[src/rtl/imi_data_sched.sv]
// Navigation-data sequencer: aligns packs to sec2_pulse and ping-pongs DATA_0/DATA_1 into the shifter.
// Optional IMI_DATA_SCHED_UNDERRUN_CNT_EN adds a saturating underrun_cnt output.
module imi_data_sched #(
  parameter int SYMB_PER_PACK  = 32,
  parameter int SYMB_IDX_WIDTH = 5,
  parameter int PACK_CNT_WIDTH = 16
) (
  input  logic                      clk,
  input  logic                      rst,
  input  logic                      enable,
  input  logic                      epoch_pulse,
  input  logic                      sec2_pulse,
  input  logic                      wr_buf0,
  input  logic                      wr_buf1,
  input  logic                      underrun_clr,
  output logic                      load_pulse,
  output logic                      load_sel,
  output logic                      shift_pulse,
  output logic [1:0]                buf_full,
  output logic                      irq,
  output logic                      underrun,
`ifdef IMI_DATA_SCHED_UNDERRUN_CNT_EN
  output logic [7:0]                underrun_cnt,
`endif
  output logic [SYMB_IDX_WIDTH-1:0] symb_idx,
  output logic [PACK_CNT_WIDTH-1:0] pack_cnt
);

  localparam logic [1:0] ST_IDLE  = 2'd0;
  localparam logic [1:0] ST_ARMED = 2'd1;
  localparam logic [1:0] ST_RUN   = 2'd2;

  localparam logic [SYMB_IDX_WIDTH-1:0] IDX_LAST = SYMB_IDX_WIDTH'(SYMB_PER_PACK - 1);
  localparam logic [SYMB_IDX_WIDTH-1:0] IDX_ONE  = SYMB_IDX_WIDTH'(1);
  localparam logic [PACK_CNT_WIDTH-1:0] PACK_ONE = PACK_CNT_WIDTH'(1);

  logic [1:0] state;
  logic       nxt;
  logic       run_ok;
  logic       wr_sel;
  logic       underrun_set;

  // Loads are combinational so the shifter captures the buffer on the strobe clock itself.
  always_comb begin
    run_ok       = enable && !rst &&
                   (state == ST_RUN || (state == ST_ARMED && sec2_pulse));
    load_pulse   = run_ok && (sec2_pulse || (epoch_pulse && symb_idx == IDX_LAST));
    load_sel     = sec2_pulse ? 1'b0 : nxt;
    shift_pulse  = run_ok && epoch_pulse && !load_pulse;
    irq          = load_pulse;
    wr_sel       = load_sel ? wr_buf1 : wr_buf0;
    underrun_set = load_pulse && !buf_full[load_sel] && !wr_sel;
  end

  always_ff @(posedge clk) begin
    if (rst) begin
      state    <= ST_IDLE;
      nxt      <= 1'b0;
      symb_idx <= '0;
      pack_cnt <= '0;
      buf_full <= 2'b00;
      underrun <= 1'b0;
    end else begin
      // A CPU write in the same cycle as the load of that buffer keeps it full.
      buf_full[0] <= wr_buf0 | (buf_full[0] & ~(load_pulse & ~load_sel));
      buf_full[1] <= wr_buf1 | (buf_full[1] & ~(load_pulse & load_sel));
      underrun    <= underrun_set | (underrun & ~underrun_clr);
      if (!enable) begin
        state    <= ST_IDLE;
        nxt      <= 1'b0;
        symb_idx <= '0;
        pack_cnt <= '0;
      end else begin
        case (state)
          ST_IDLE:  state <= ST_ARMED;
          ST_ARMED: if (sec2_pulse) state <= ST_RUN;
          ST_RUN:   state <= ST_RUN;
          default:  state <= ST_IDLE;
        endcase
        if (load_pulse) begin
          nxt      <= ~load_sel;
          symb_idx <= '0;
          pack_cnt <= pack_cnt + PACK_ONE;
        end else if (shift_pulse) begin
          symb_idx <= symb_idx + IDX_ONE;
        end
      end
    end
  end

`ifdef IMI_DATA_SCHED_UNDERRUN_CNT_EN
  always_ff @(posedge clk) begin
    if (rst || underrun_clr) begin
      underrun_cnt <= 8'd0;
    end else if (underrun_set && underrun_cnt != 8'hFF) begin
      underrun_cnt <= underrun_cnt + 8'd1;
    end
  end
`endif

endmodule

[config.mk]
export PLATFORM = sky130hd
export DESIGN_NAME = imi_data_sched
export DESIGN_NICKNAME = d
export VERILOG_FILES = /design/src/rtl/imi_data_sched.sv
export SDC_FILE = /design/constraint.sdc
export NUM_CORES = 1
export LEC_CHECK = 0
export ABC_AREA = 1
export CAP_MARGIN = 5
export CORE_MARGIN = 10
export CORE_UTILIZATION = 44
export CTS_CLUSTER_SIZE = 24
export DETAILED_ROUTE_END_ITERATION = 7
export PLACE_DENSITY = 0.76
export SYNTH_ARGS = -nofsm -noshare
export SYNTH_HDL_FRONTEND = slang
export SYNTH_SLANG_ARGS = --single-unit
[constraint.sdc]
create_clock -name clk -period 1.8 [get_ports clk]
set_clock_uncertainty 0.2 [all_clocks]
set_input_delay 0.36 -clock clk [delete_from_list [all_inputs] [get_ports clk]]
set_output_delay 0.36 -clock clk [all_outputs]
set_load 0.05 [all_outputs]
==> results of run 1 <==
-- state kept, by name, summed over array words and instances (netlist names) --
| signal | count |
|---|---|
| pack_cnt | 16 |
| symb_idx | 5 |
| buf_full | 2 |
| state | 2 |
| nxt | 1 |
| underrun | 1 |
-- Yosys cell counts --
| library cell | count |
|---|---|
| nand2_1 | 57 |
| nor2_1 | 39 |
| inv_1 | 34 |
| dfxtp_1 | 27 |
| a21oi_1 | 16 |
| nand3_1 | 12 |
| ha_1 | 6 |
| nor3_1 | 6 |
| o21ai_0 | 6 |
| nor2_4 | 3 |
| nand4_1 | 2 |
| nor2_2 | 2 |
| and3_1 | 1 |
| buf_1 | 1 |
| buf_4 | 1 |
| buf_6 | 1 |
| nand2_2 | 1 |
| nand3_2 | 1 |
| nand3_4 | 1 |
| nand3b_1 | 1 |
| o21ai_1 | 1 |
| o22ai_1 | 1 |
-- layer usage --
| metal | track usage | vias up | routed length [µm] |
|---|---|---|---|
| met1 | 0.1706 | 770 | 1920 |
| met5 | 0 | - | 0 |
| met2 | 0.2592 | 73 | 2296 |
| met3 | 0.03846 | 12 | 320 |
| met4 | 0.04380 | 0 | 88 |
| li1 | - | 823 | - |
-- final cells by class --
cell class,count,area (µm²),share of cell area
timing repair buffer,64,862.1,0.3397
tap,44,55.05,0.02170
multi-input combinational,158,913.4,0.3600
inverter,34,127.6,0.05030
clock buffer,4,26.28,0.01036
sequential,27,553.0,0.2179
-- final timing paths --
kind         cells past startpoint  slack (ns)   startpoint     endpoint
max reg2reg                     11       -0.17  symb_idx[1]  pack_cnt[6]
max                              9       -0.45  symb_idx[1]  shift_pulse
min                              2        0.29     underrun     underrun
min reg2reg                      2        0.29     underrun     underrun
-- through the flow --
stage | setup slack, ns | TNS, ns | instance area [µm²] | cells
2_1_floorplan | -0.2950 | -2.622 | 1539 | 220
4_1_cts | -0.4535 | -3.407 | 2474 | 330
5_1_grt | -0.5305 | -5.791 | 2537 | 331
3_3_place_gp | -0.2456 | -4.657 | 2364 | 322
3_5_place_dp | -0.2917 | -5.949 | 2364 | 322
6_report | -0.4486 | -3.447 | 2537 | 331
-- report_power, final --
| part | internal (mW) | switching, mW | total, mW |
|---|---|---|---|
| sequential | 0.602 | 0.00673 | 0.609 |
| combinational | 0.0702 | 0.0811 | 0.151 |
| clock | 0.0870 | 0.182 | 0.269 |
| total | 0.759 | 0.270 | 1.03 |
-- worst reg2reg max path, cell delays in order (launching register included) --
cell,delay [ns]
dfxtp_4,0.39
ha_4,0.13
and3_4,0.18
ha_4,0.12
nand2_2,0.05
nand2_2,0.06
inv_2,0.05
nor2_4,0.20
buf_6,0.15
buf_6,0.12
a21oi_2,0.05
nor3_1,0.20
-- kinds of logic after synthesis --
family / after synthesis / share of synthesized area
AOI/OAI and AO/OA: 24 / 0.08406
and+or+nand+nor: 126 / 0.3856
buffers and inverters: 37 / 0.1040
DFF: 27 / 0.3744
adders and majority gates: 6 / 0.05199
-- timing repair --
item | in CTS | in global routing
pin swaps | 11 | 8
gates cloned | 2 | 0
resized for setup | 16 | 13
endpoints found under the hold margin | 0 | 0
endpoints found under the setup margin | 25 | 28
buffers inserted | 3 | 2
==> metrics, run 1 <==
overall power=around 1 mW; worst-skew pair later-pin latency=0.33 ns; die width=just under 80 µm; Synth cell types=22; status=finished, violations left; ANT nets after route=0; Post-Syn Area=0.001444 mm²; Num CTS Buffers=3; Area Growth Syn to Fin=75.74%; CP Cell Sequence=ha_4 -> and3_4 -> ha_4 -> nand2_2 -> nand2_2 -> inv_2 -> nand2_2 -> nor2_4 -> buf_12; Nets=around 300; crit path time final=around 2.2 ns; Total GRT Usage=0.1479; Final Core Density=0.8177; worst hold slack=0.2915 ns; max cap viols=0; CTS Sinks=27; DRC violations left=0; post-DP HPWL=3184 µm; Inserted Diodes=0; GPL Wtd Cong=0.8385; die area=about 0.006 mm²; leading cell type in the layout, fill and taps excluded=nand2_1; crit path DAT=1.69 ns; largest net degree at the start of global routing=15; grt total ovfl=0; Post-CTS Hold Buffers=0; Warnings, synthesis=0; worst vdd ir=roughly 0.48 mV; initial core utilization=0.4653; initial antenna violation count=0; relative slew slack=0.7887; most frequent cells in the layout=nand2_1, nor2_1, inv_1; CTS root buffer=clkbuf_4; CTS max path bufs=2; vias in the first global route=1631; core area=0.003103 mm²; routed wire length=4626 µm; share of cells above drive strength 1=0.3624; crit-path max cell delay=0.38 ns; Final Max Tran Viols=0; Slew @ Worst Pin=0.3164 ns; Worst-path clk slew=0.14 ns; fmax=roughly 0.44 GHz; crit-path max FO=2; critical path capture point type=output port; H-tree levels=1; ranking of synthesized cells by area=dfxtp_1, nand2_1, nor2_1; synthesized area per cell=around 6.6 µm²; P per Cell Area=405.5 mW/mm²; drt pass-1 iters=4; CP top delay family=simple AND/OR/NAND/NOR gates; final setup fails=25; Avg WL per Cell=13.98 µm; failing checks=negative setup slack; Final Worst Setup Slack=-0.4486 ns; Top cell by count, worst path=nand2_2; initial drt markers=about 150; TritonCTS clock tree=built; Vias=1678; RSZ-0062 raised after global routing=true; Final Hold Vio Count=0; top cell type's share of synthesized area=0.3744; Crit-path slowest cell=dfxtp_4; IO Pins=36; number of fill cells=196; Die Ht=between 70 and 80 µm; Worst Hold Class=flop to flop; Tcrit/Tclk final=1.249; Startpoint Class=flop; #FFs+latches synth=27; first-pass GRT wire length=roughly 7500 µm; Post-Synthesis Cells=220; Via density=between 5 and 6; register area share after synthesis=0.3744; LEAKAGE=around 0.99 nW; row count=20; I/O Buffers=35; CP Buf/Inv Count=2; biggest area consumer among synthesized cells=dfxtp_1; CP Data Required Time=1.24 ns; Synth Net Count=234; Setup Crit Path Kind=flop to output port
No activity file was read; power rests on OpenSTA's default activity.
==> run 2: changes to the inputs <==
--- a/config.mk
+++ b/config.mk
@@ -13,3 +13,3 @@
 export DETAILED_ROUTE_END_ITERATION = 7
-export PLACE_DENSITY = 0.76
+export PLACE_DENSITY_LB_ADDON = 0.3
 export SYNTH_ARGS = -nofsm -noshare
--- a/constraint.sdc
+++ b/constraint.sdc
@@ -4,2 +4,2 @@
 set_output_delay 0.36 -clock clk [all_outputs]
-set_load 0.05 [all_outputs]
+set_load 0.1 [all_outputs]
==> metrics, run 2 (same netlist as run 1, synthesis figures left out) <==
Worst-path clk slew=0.16 ns (+0.02 ns); Startpoint Class=flop; max cap viols=0 (unchanged); Net Switching=0.3042 mW (+13%); ANT nets after route=0 (unchanged); RSZ-0062 raised after global routing=true; grt total ovfl=0 (unchanged); Hold Crit Depth=2 (unchanged); Final Hold Vio Count=0 (unchanged); fmax=0.4275 GHz (-3.9%); initial drt markers=164 (+10%); CTS root buffer=clkbuf_4; LEAKAGE=0.9978 nW (+0.74%); Area Growth Syn to Fin=79.81%; Num CTS Buffers=3 (unchanged); share of cells above drive strength 1=0.4190 (+0.05664); Slew @ Worst Pin=0.2979 ns (-0.01855 ns); first-pass GRT wire length=7355 µm (-1.9%); Final Max Tran Viols=0 (unchanged); crit-path max cell delay=0.38 ns (about the same); P_int=0.7591 mW (about the same); Largest register FFs=16 (unchanged); critical path capture point type=output port; GPL Wtd Cong=0.8528 (+1.7%); failing checks=negative setup slack; CTS Sinks=27 (unchanged); drt pass-1 iters=4 (unchanged); Place WS=-0.2766 ns (+0.01504 ns); crit-path max FO=4 (+2); Net Sw Frac=0.2861 (+0.02385); row count=20 (unchanged); initial antenna violation count=0 (unchanged); Total GRT Usage=0.1465 (-0.001424); status=finished, violations left; H-tree levels=1 (unchanged); post-DP HPWL=3126 µm (-1.8%); crit path time final=2.339 ns (+0.09035 ns); Nets=299 (-0.99%); Final Worst Setup Slack=-0.5390 ns (-0.09035 ns); P per Cell Area=409.5 mW/mm² (+1.0%); IO Pins=36 (unchanged); I/O Buffers=35 (unchanged); sequential share of power=0.570 (-0.022); crit path DAT=1.78 ns (+0.09 ns); worst-skew pair later-pin latency=0.35 ns (+0.02 ns); CP Data Required Time=1.24 ns (about the same); Setup Crit Path Kind=flop to output port; core area=0.003103 mm² (unchanged); Via density=5.119 (+0.97%); Worst Hold Class=flop to flop; worst vdd ir=0.3034 mV (-36%); Largest regs=pack_cnt: 16 flops, symb_idx: 5 flops; CTS max path bufs=2 (unchanged); Avg WL per Cell=14.08 µm (+0.76%); CP Cell Sequence=ha_4 -> and3_4 -> ha_4 -> nand2_2 -> nand2_2 -> inv_2 -> nor2_4 -> buf_12; Final Core Density=0.8367 (+0.01895); routed wire length=4619 µm (-0.15%); Crit-path slowest cell=dfxtp_4; R2R depth=13 (+2); Tcrit/Tclk final=1.299 (+0.05020); Inserted Diodes=0 (unchanged); DRC violations left=0 (unchanged); most frequent cells in the layout=nand2_1, nor2_1, inv_1; Clk network pwr share=0.268 (+0.007); worst hold slack=0.3217 ns (+0.03022 ns); relative slew slack=0.8007 (+0.01192); vias in the first global route=1523 (-6.6%); die width=77.29 µm (unchanged); largest net degree at the start of global routing=17 (+2); Die Ht=77.29 µm (unchanged); final setup fails=28 (+12%); initial core utilization=0.4653 (unchanged); TritonCTS clock tree=built; leading cell type in the layout, fill and taps excluded=nand2_1; Vias=1679 (+0.060%); die area=0.005973 mm² (unchanged); combinational power share=0.162 (+0.015); Largest Register=pack_cnt
run 2: metrics by stage:
step / total power, mW / TNS [ns] / area (µm²) / cells
CTS: 1.062 / -4.095 / 2481 / 322
global placement: 0.7692 / -4.946 / 2375 / 316
detailed placement: 0.7726 / -6.107 / 2375 / 316
finish: 1.063 / -6.117 / 2596 / 328
floorplan: 0.7039 / -8.230 / 1583 / 220
global route: 1.100 / -8.575 / 2596 / 328
run 2: layer usage:
metal,wire (µm),part of all wire,track usage,vias to the layer above
li1,-,-,-,819
met1,1915,0.41,0.1772,781
met2,2252,0.49,0.2441,68
met3,345,0.075,0.03380,11
met4,106,0.023,0.05474,0
met5,0,0,0,-
run 2: worst max-delay path: cells and delay by family (launching register included):
kind	cells	cell delay (ns)
buf+inv	2	0.28
fa+ha+maj	2	0.25
simple gates	4	0.54
flops	1	0.38
run 2: path summary, 6_finish.rpt:
path | startpoint | slack (ns) | end
setup / recovery | symb_idx[1] | -0.54 | irq
hold / removal | pack_cnt[1] | 0.32 | pack_cnt[1]
setup reg to reg | symb_idx[1] | -0.29 | pack_cnt[4]
hold reg to reg | pack_cnt[1] | 0.32 | pack_cnt[1]
run 2: power by group through the flow:
stage | logic (mW) | registers (mW) | clock network, mW
final | 0.172 | 0.606 | 0.285
after global routing | 0.183 | 0.607 | 0.310
after CTS | 0.160 | 0.606 | 0.295
after detailed placement | 0.154 | 0.619 | 0
after global placement | 0.151 | 0.618 | 0
after floorplan | 0.0612 | 0.643 | 0
run 2: timing repair:
item	4_1_cts	5_1_grt
endpoints found under the setup margin	29	28
gates resized for setup	19	18
buffers inserted	1	6
hold buffers	0	0
cloned	1	1
pin swaps	13	8
run 2: area by class of cell:
class                           instances  area (µm²)
Clock buffer                            3       22.52
Clock inverter                          1       6.256
Fill cell                             183       506.7
Inverter                               34       127.6
Multi-Input combinational cell        157       928.4
Sequential cell                        27       569.3
Tap cell                               44       55.05
Timing Repair Buffer                   62       887.1
